$ cat src/rtl/keyed_fsm_pkg.sv
// Shared types and helpers for key-locked duplicated-state sequencers.
// Provides the phase enum, the packed state word (phase, step index, decoy
// flag), the accumulator operation enum and the key routing function.
package keyed_fsm_pkg;

  // Fixed index field width; supports up to 256 step states.
  localparam int unsigned IDX_W = 8;

  typedef enum logic [1:0] {
    PH_IDLE = 2'd0,
    PH_STEP = 2'd1,
    PH_DONE = 2'd2
  } phase_e;

  typedef struct packed {
    phase_e           phase;
    logic [IDX_W-1:0] idx;
    logic             decoy;
  } state_t;

  typedef enum logic [1:0] {
    ACC_HOLD  = 2'd0,
    ACC_LOAD  = 2'd1,
    ACC_ADD   = 2'd2,
    ACC_CLEAR = 2'd3
  } acc_op_e;

  localparam state_t ST_IDLE = '{phase: PH_IDLE, idx: '0, decoy: 1'b0};
  localparam state_t ST_DONE = '{phase: PH_DONE, idx: '0, decoy: 1'b0};

  // A key bit that disagrees with the correct value routes into the decoy copy.
  function automatic logic key_route(input logic key_bit, input logic val_bit);
    return key_bit != val_bit;
  endfunction

endpackage

$ cat src/rtl/keyed_step_acc.sv
// Accumulator register with load/add/clear operations.
// Ports: clk, rst (async active-high), i_op (operation), i_x (operand,
// zero-extended), i_decoy (current step is a decoy copy), o_acc (register).
module keyed_step_acc
  import keyed_fsm_pkg::*;
#(
  parameter int unsigned IN_W    = 4,
  parameter int unsigned OUT_W   = 8,
  parameter int unsigned CORRUPT = 1
) (
  input  logic             clk,
  input  logic             rst,
  input  acc_op_e          i_op,
  input  logic [IN_W-1:0]  i_x,
  input  logic             i_decoy,
  output logic [OUT_W-1:0] o_acc
);

  logic [OUT_W-1:0] r_acc;
  logic [OUT_W-1:0] w_x;
  logic [OUT_W-1:0] w_inc;
  logic [OUT_W-1:0] w_sum;

  assign w_x   = OUT_W'(i_x);
  // Decoy steps add one extra only when corruption is enabled.
  assign w_inc = ((CORRUPT != 0) && i_decoy) ? OUT_W'(1) : '0;
  assign w_sum = r_acc + w_x + w_inc;

  always_ff @(posedge clk or posedge rst) begin
    if (rst) begin
      r_acc <= '0;
    end else begin
      case (i_op)
        ACC_LOAD:  r_acc <= w_x;
        ACC_ADD:   r_acc <= w_sum;
        ACC_CLEAR: r_acc <= '0;
        default:   r_acc <= r_acc;
      endcase
    end
  end

  assign o_acc = r_acc;

endmodule

$ cat src/rtl/keyed_dup_seq_ctrl.sv
// Key-locked multi-step accumulate sequencer with real/decoy step copies.
// Ports: clk, rst (async active-high), start, x (operand), key (live key
// bits), ack (result accepted), y (accumulator), busy (in a step), done.
module keyed_dup_seq_ctrl
  import keyed_fsm_pkg::*;
#(
  parameter int unsigned     KEY_W   = 4,
  parameter logic [KEY_W-1:0] KEY_VAL = KEY_W'(4'b1010),
  parameter int unsigned     IN_W    = 4,
  parameter int unsigned     OUT_W   = 8,
  parameter int unsigned     CORRUPT = 1
) (
  input  logic             clk,
  input  logic             rst,
  input  logic             start,
  input  logic [IN_W-1:0]  x,
  input  logic [KEY_W-1:0] key,
  input  logic             ack,
  output logic [OUT_W-1:0] y,
  output logic             busy,
  output logic             done
);

  localparam logic [IDX_W-1:0] LAST_IDX = IDX_W'(KEY_W - 1);

  state_t           r_state;
  state_t           w_next;
  acc_op_e          w_op;
  logic             r_busy;
  logic             r_done;
  logic [IDX_W-1:0] w_nidx;
  logic [KEY_W-1:0] w_key_sh;
  logic [KEY_W-1:0] w_kv_sh;
  logic             w_canon;

  // Key and reference bit for the step about to be entered.
  assign w_nidx   = r_state.idx + IDX_W'(1);
  assign w_key_sh = key >> w_nidx;
  assign w_kv_sh  = KEY_VAL >> w_nidx;
  // IDLE and DONE are only legal with a zero index and no decoy flag.
  assign w_canon  = (r_state.idx == '0) && !r_state.decoy;

  // State register plus registered status decoded from the next state.
  always_ff @(posedge clk or posedge rst) begin
    if (rst) begin
      r_state <= ST_IDLE;
      r_busy  <= 1'b0;
      r_done  <= 1'b0;
    end else begin
      r_state <= w_next;
      r_busy  <= (w_next.phase == PH_STEP);
      r_done  <= (w_next.phase == PH_DONE);
    end
  end

  // Next-state and accumulator control.
  always_comb begin
    w_next = r_state;
    w_op   = ACC_HOLD;
    case (r_state.phase)
      PH_IDLE: begin
        if (!w_canon) begin
          w_next = ST_IDLE;
          w_op   = ACC_CLEAR;
        end else if (start) begin
          w_op   = ACC_LOAD;
          w_next = '{phase: PH_STEP, idx: '0, decoy: key_route(key[0], KEY_VAL[0])};
        end
      end
      PH_STEP: begin
        if (r_state.idx > LAST_IDX) begin
          w_next = ST_IDLE;
          w_op   = ACC_CLEAR;
        end else begin
          w_op = ACC_ADD;
          if (r_state.idx == LAST_IDX) begin
            w_next = ST_DONE;
          end else begin
            w_next = '{phase: PH_STEP, idx: w_nidx,
                       decoy: key_route(w_key_sh[0], w_kv_sh[0])};
          end
        end
      end
      PH_DONE: begin
        if (!w_canon) begin
          w_next = ST_IDLE;
          w_op   = ACC_CLEAR;
        end else if (ack) begin
          w_next = ST_IDLE;
        end
      end
      default: begin
        w_next = ST_IDLE;
        w_op   = ACC_CLEAR;
      end
    endcase
  end

  keyed_step_acc #(
    .IN_W    (IN_W),
    .OUT_W   (OUT_W),
    .CORRUPT (CORRUPT)
  ) u_acc (
    .clk     (clk),
    .rst     (rst),
    .i_op    (w_op),
    .i_x     (x),
    .i_decoy (r_state.decoy),
    .o_acc   (y)
  );

  assign busy = r_busy;
  assign done = r_done;

endmodule

$ cat config.mk
export PLATFORM = sky130hd
export DESIGN_NAME = keyed_dup_seq_ctrl
export DESIGN_NICKNAME = d
export VERILOG_FILES = /design/src/rtl/keyed_fsm_pkg.sv /design/src/rtl/keyed_step_acc.sv /design/src/rtl/keyed_dup_seq_ctrl.sv
export SDC_FILE = /design/constraint.sdc
export NUM_CORES = 1
export LEC_CHECK = 0
export CAP_MARGIN = 20
export CORE_ASPECT_RATIO = 1.75
export CORE_MARGIN = 1
export CORE_UTILIZATION = 48
export CTS_BUF_LIST = sky130_fd_sc_hd__clkbuf_8
export DETAILED_ROUTE_END_ITERATION = 8
export PLACE_DENSITY_LB_ADDON = 0.12
export SLEW_MARGIN = 15
export SYNTH_ARGS = -nofsm -noshare
export SYNTH_HDL_FRONTEND = slang
export SYNTH_SLANG_ARGS = --single-unit
$ cat constraint.sdc
create_clock -name clk -period 2 [get_ports clk]
set_clock_uncertainty 0.15 [all_clocks]
set_input_delay 0.3 -clock clk [delete_from_list [all_inputs] [get_ports clk]]
set_output_delay 0.3 -clock clk [all_outputs]
set_load 0.02 [all_outputs]
---- After elaboration in Yosys (flattened, before gate mapping) ----
Cells that the tools add are included.
W data, S select, Z words.
operators by class
  equality and inequality tests ........... 11
  $lt $le $gt $ge ......................... 1
  multiply operators ...................... 0
  shift operators ......................... 2
  $add $sub $neg .......................... 3
  mux-type cells .......................... 14
  reductions and logical operators ........ 6
  bitwise gates (word level) .............. 0
  div/mod/pow operators ................... 0
operators by type and width
  cell                   number
  $mux W11               6
  $pmux W11 S3           1
  $pmux W8 S3            1
  $add A8 B1 Y8 const B  1
  $add A8 B4 Y8          1
  $add A8 B8 Y8          1
  $eq A2 B2 Y1 const B   4
  $eq A8 B2 Y1 const B   1
  $gt A8 B2 Y1 const B   1
  $logic_not A8 Y1       1
  $shr A4 B8 Y1          1
  $shr A4 B8 Y1 const A  1
  $eq A2 B1 Y1 const B   3
  $ne A3 B3 Y1 const B   2
  $pmux W2 S3            1
  $mux W2                2
  $mux W1                3
  $reduce_bool A3 Y1     1
  $logic_not A2 Y1       1
  $reduce_and A2 Y1      1
  $logic_and A1 B1 Y1    1
  $logic_not A1 Y1       1
  $ne A1 B1 Y1           1
word-level totals
  bits in writable memories ............... 0
  bits in latches ......................... 0
  input bits .............................. 12
  memories ................................ 0
  bits in read-only memories .............. 0
  bits in registers ....................... 21
  logic and storage cells ................. 43

---- Logic depth before layout (Yosys ltp) ----
  depth in word-level cells ............... 7
  gate-level depth with buffers ........... 8
  depth with buffers taken out ............ 8

---- Cells and area by module ----
From an unflattened synthesis, not the netlist that was laid out.
second synthesis, totals
  cells, all modules ...................... 98
  area total of the unflattened synthesis .. 1098.6 µm²
by module, submodules not included
  module              cells each  instances  area each (µm²)
  keyed_dup_seq_ctrl  45          1          570.5
  keyed_step_acc      53          1          528.0

---- Worst setup path before layout ----
No wires, ideal clock.
  kind .................................... reg-to-reg
  start ................................... register u_acc.r_acc[0] (netlist: u_acc.o_acc[0])
  end ..................................... register u_acc.r_acc[6] (netlist: u_acc.o_acc[6])
  path buffers ............................ 0
  setup time .............................. 0.134 ns
  data required time ...................... 1.716 ns
  setup slack ............................. -0.106 ns
  cell stages (with the launch flop) ...... 9
  period minus slack after synthesis ...... 2.106 ns
  data arrival time ....................... 1.822 ns
  path through ............................ dfrtp_1 fa_1 inv_1 fa_1 nor2b_1 o21ai_1 a211oi_4 xnor2_1 nor2_1
on the way
  longest elaborated chain between the ends .. 3
ends and longest elaborated chain
  element                 line                  text
  from (decl)             keyed_step_acc.sv:19  logic [OUT_W-1:0] r_acc;
  from (signal assigned)  keyed_step_acc.sv:34  ACC_LOAD: r_acc <= w_x;
  from (signal assigned)  keyed_step_acc.sv:35  ACC_ADD: r_acc <= w_sum;
  from (signal assigned)  keyed_step_acc.sv:37  default: r_acc <= r_acc;
  $add A8 B4 Y8           keyed_step_acc.sv:27  assign w_sum = r_acc + w_x + w_inc;
  $add A8 B8 Y8           keyed_step_acc.sv:27
  $pmux W8 S3             keyed_step_acc.sv:33  case (i_op)
Every way passes these cells.
A chain may end at the register's enable or synchronous reset.

---- Worst setup path in the final report ----
Ends and elaborated chain as after synthesis.

==> run metrics <==
status complete, no violations; IO Count 22; Final Setup Violations 0; Crit path max-delay family adder cells; main flop type after synthesis dfrtp_1; Final GP Congestion approximately 0.75; hold_ws 225 ps; Pins Over Slew Limit 0; Clock transition at path regs 80 ps; Worst-Skew Late Latency 270 ps; pwr dens ~500 nW/um2; Antenna diodes 0; Critical Path End Type register; overall routing resource usage 23.3%; FF-to-FF setup slack 60 ps; most area-hungry cell type in the Yosys netlist dfrtp_1; Hold Vio Cnt, Final 0; vias in the first global route ~1000; CTS root buf clkbuf_8; placed insts 170; clock sinks 21; Reg-to-Reg End u_acc.o_acc[6]$_DFFE_PP0P_; Cells after Synth 108; critical path required time 2010 ps; total negative setup slack 0 ps; multiplexer share of the synthesized area 2.68%; count of different cell masters after synthesis 41; Die H 67.2 um; Warnings, synthesis 0; Worst path max stage delay 430 ps; Initial Util 50.7%; maximum VDD drop 444 uV; startpoint types register; pin count of the biggest net entering global routing 22; input/output buffers 21; P&R area growth vs syn 36.9%; DRC errors left 0; vias per cell 5.35; Max Cap Viol 0; CTS Buf Count 3; synth top area cells dfrtp_1, ha_1, fa_1, nor2_1, inv_1; Synth Area in Compound Gates 17.5%; Synth Area in Simple Gates 17.2%; Routed wire per std cell 14.7 um; post-synth top area share 45.1%; hold-fix buffers at CTS 0; WP data arrival ~2000 ps; share of post-route cells with drive strength above 1 26.5%; Finished Layout Cells 176; min-delay worst type primary input to asynchronous set/reset pin; via count 942; post-detail-place hpwl 2010 um; main combinational cell family by area after synthesis compound AO/OA/AOI/OAI gates; Synth Area per Inst 10.8 um2; leakage power 0.735 nW; synthesized area 1170 um2; Max FO, Critical Path 3; drt first-iter violations 13; Clock Path Buffers 2; die area 2640 um2; CTS tree built; CP Depth 8; Rows 23; adder-cell area share of the yosys netlist between 8 and 9%; CP dominant cell by count fa_2; Post-DRT Antenna Nets 0; final WL 2590 um; drt pass-1 iters 4; Final #Nets 171; R2R cell count 8; CP Class register to register; Post-synth EDFFs 0; initial antenna violation count 0; xor and xnor fraction of the mapped netlist area 4.51%; grt total ovfl 0; Core ar. 2300 um2; CP max-delay cell dfrtp_2; DIE WIDTH between 30 and 40 um; Post-synth ARST share 100%; Synth Register Bits 21; Buf/Inv on CP 1; Final period util 97.2%; worst r2r src u_acc.o_acc[0]$_DFFE_PP0P_; Max Fclk around 0.51 GHz; global-route wire length before repair approximately 4000 um; crit path launch u_acc.o_acc[0]$_DFFE_PP0P_; fin crit period a little under 2000 ps; critical path, cell by cell fa_2 -> inv_1 -> fa_2 -> nor2b_2 -> o21ai_2 -> a211oi_4 -> xnor2_1 -> nor2_1; H-tree Lvls 1; Worst setup endpoint u_acc.o_acc[6]$_DFFE_PP0P_; post-synthesis sequential area ratio 45.1%; RSZ-0062 raised after global routing true
## state kept, by name (all words and copies together) (netlist names)
| register | count |
|---|---|
| u_acc.o_acc | 8 |
| r_state | 11 |
| done | 1 |
| busy | 1 |
## cell families (layout without fill, tap and decap cells)
kind of cell / Yosys count / after routing
AND/OR/NAND/NOR: 33 / 33
AO/OA/AOI/OAI: 27 / 27
flip-flops: 21 / 21
buffers and inverters: 10 / 48
adder cells (fa/ha/maj): 7 / 7
XOR/XNOR: 6 / 6
multiplexers: 3 / 3
other: 1 / 6
## worst min-delay path: cells and delay by family
family	cells	cell delay, ps
buffers and inverters	3	730
## cell type report
type / count / area, um2
clock inverter: 1 / 5.00
multi-input combinational: 82 / 641
tap: 25 / 31.3
inverter: 8 / 30.0
clock buffer: 3 / 41.3
sequential: 21 / 527
fill: 190 / 706
timing repair buffer: 36 / 322
## layer usage
layer	share of wire [%]	up-vias	GRT usage [%]
li1	-	455	-
met1	36	469	20.4
met4	2.0	0	13.4
met2	60	14	45.0
met3	1.4	4	3.95
met5	0	-	0
## through the flow
step | instance area [um2] | setup slack [ps] | utilization (%) | power (mW)
floorplan | 1190 | 38.7 | - | 0.480
global placement | 1520 | -371 | 65.9 | 0.523
detailed placement | 1520 | -435 | 65.9 | 0.525
CTS | 1580 | 33.1 | 68.5 | 0.806
global route | 1600 | -23.1 | 69.3 | 0.829
finish | 1600 | 55.9 | 69.3 | 0.802
## report_power, final
part           internal [mW]  leakage, nW  total (mW)  switching, mW
combinational         0.0424        0.432      0.0805         0.0382
clock                  0.139       0.0255       0.284          0.145
sequential             0.431        0.278       0.437        0.00626
## worst min-delay path by stage
stage                                     from                          to
finish                                     rst              busy$_DFF_PP0_
global route                               rst              busy$_DFF_PP0_
CTS                                        rst      r_state[7]$_DFFE_PP0P_
detailed placement  u_acc.o_acc[2]$_DFFE_PP0P_  u_acc.o_acc[2]$_DFFE_PP0P_
global placement    u_acc.o_acc[2]$_DFFE_PP0P_  u_acc.o_acc[2]$_DFFE_PP0P_
floorplan                                  rst              busy$_DFF_PP0_
## synthesized netlist by cell type (2+ instances only)
cell,n
and3_1,3
nand2_1,5
xor2_1,3
a22o_1,2
ha_1,5
o21ai_0,5
dfrtp_1,21
xnor2_1,3
fa_1,2
o22ai_1,3
a21oi_1,2
o21ai_1,2
o21a_1,2
a21oi_2,2
inv_1,8
o21ai_2,2
mux2i_1,2
nor2_1,9
nand3_1,5
## what timing repair did
| item | 4_1_cts | 5_1_grt |
|---|---|---|
| pin swaps | 1 | 1 |
| resized for setup | 3 | 3 |
| endpoints found under the setup margin | 4 | 4 |
| buffers inserted | 1 | 1 |
| hold endpoints to repair | 0 | 0 |
## layout by cell type, fill, tap and decap left out, types with 5 or more instances in the layout
| cell | instances |
|---|---|
| ha_1 | 5 |
| inv_1 | 8 |
| dfrtp_1 | 20 |
| buf_4 | 15 |
| nor2_1 | 9 |
| nand2_1 | 5 |
| nand3_1 | 5 |
| clkdlybuf4s50_1 | 20 |
| conb_1 | 6 |
Power figures use the tool's default switching activity.
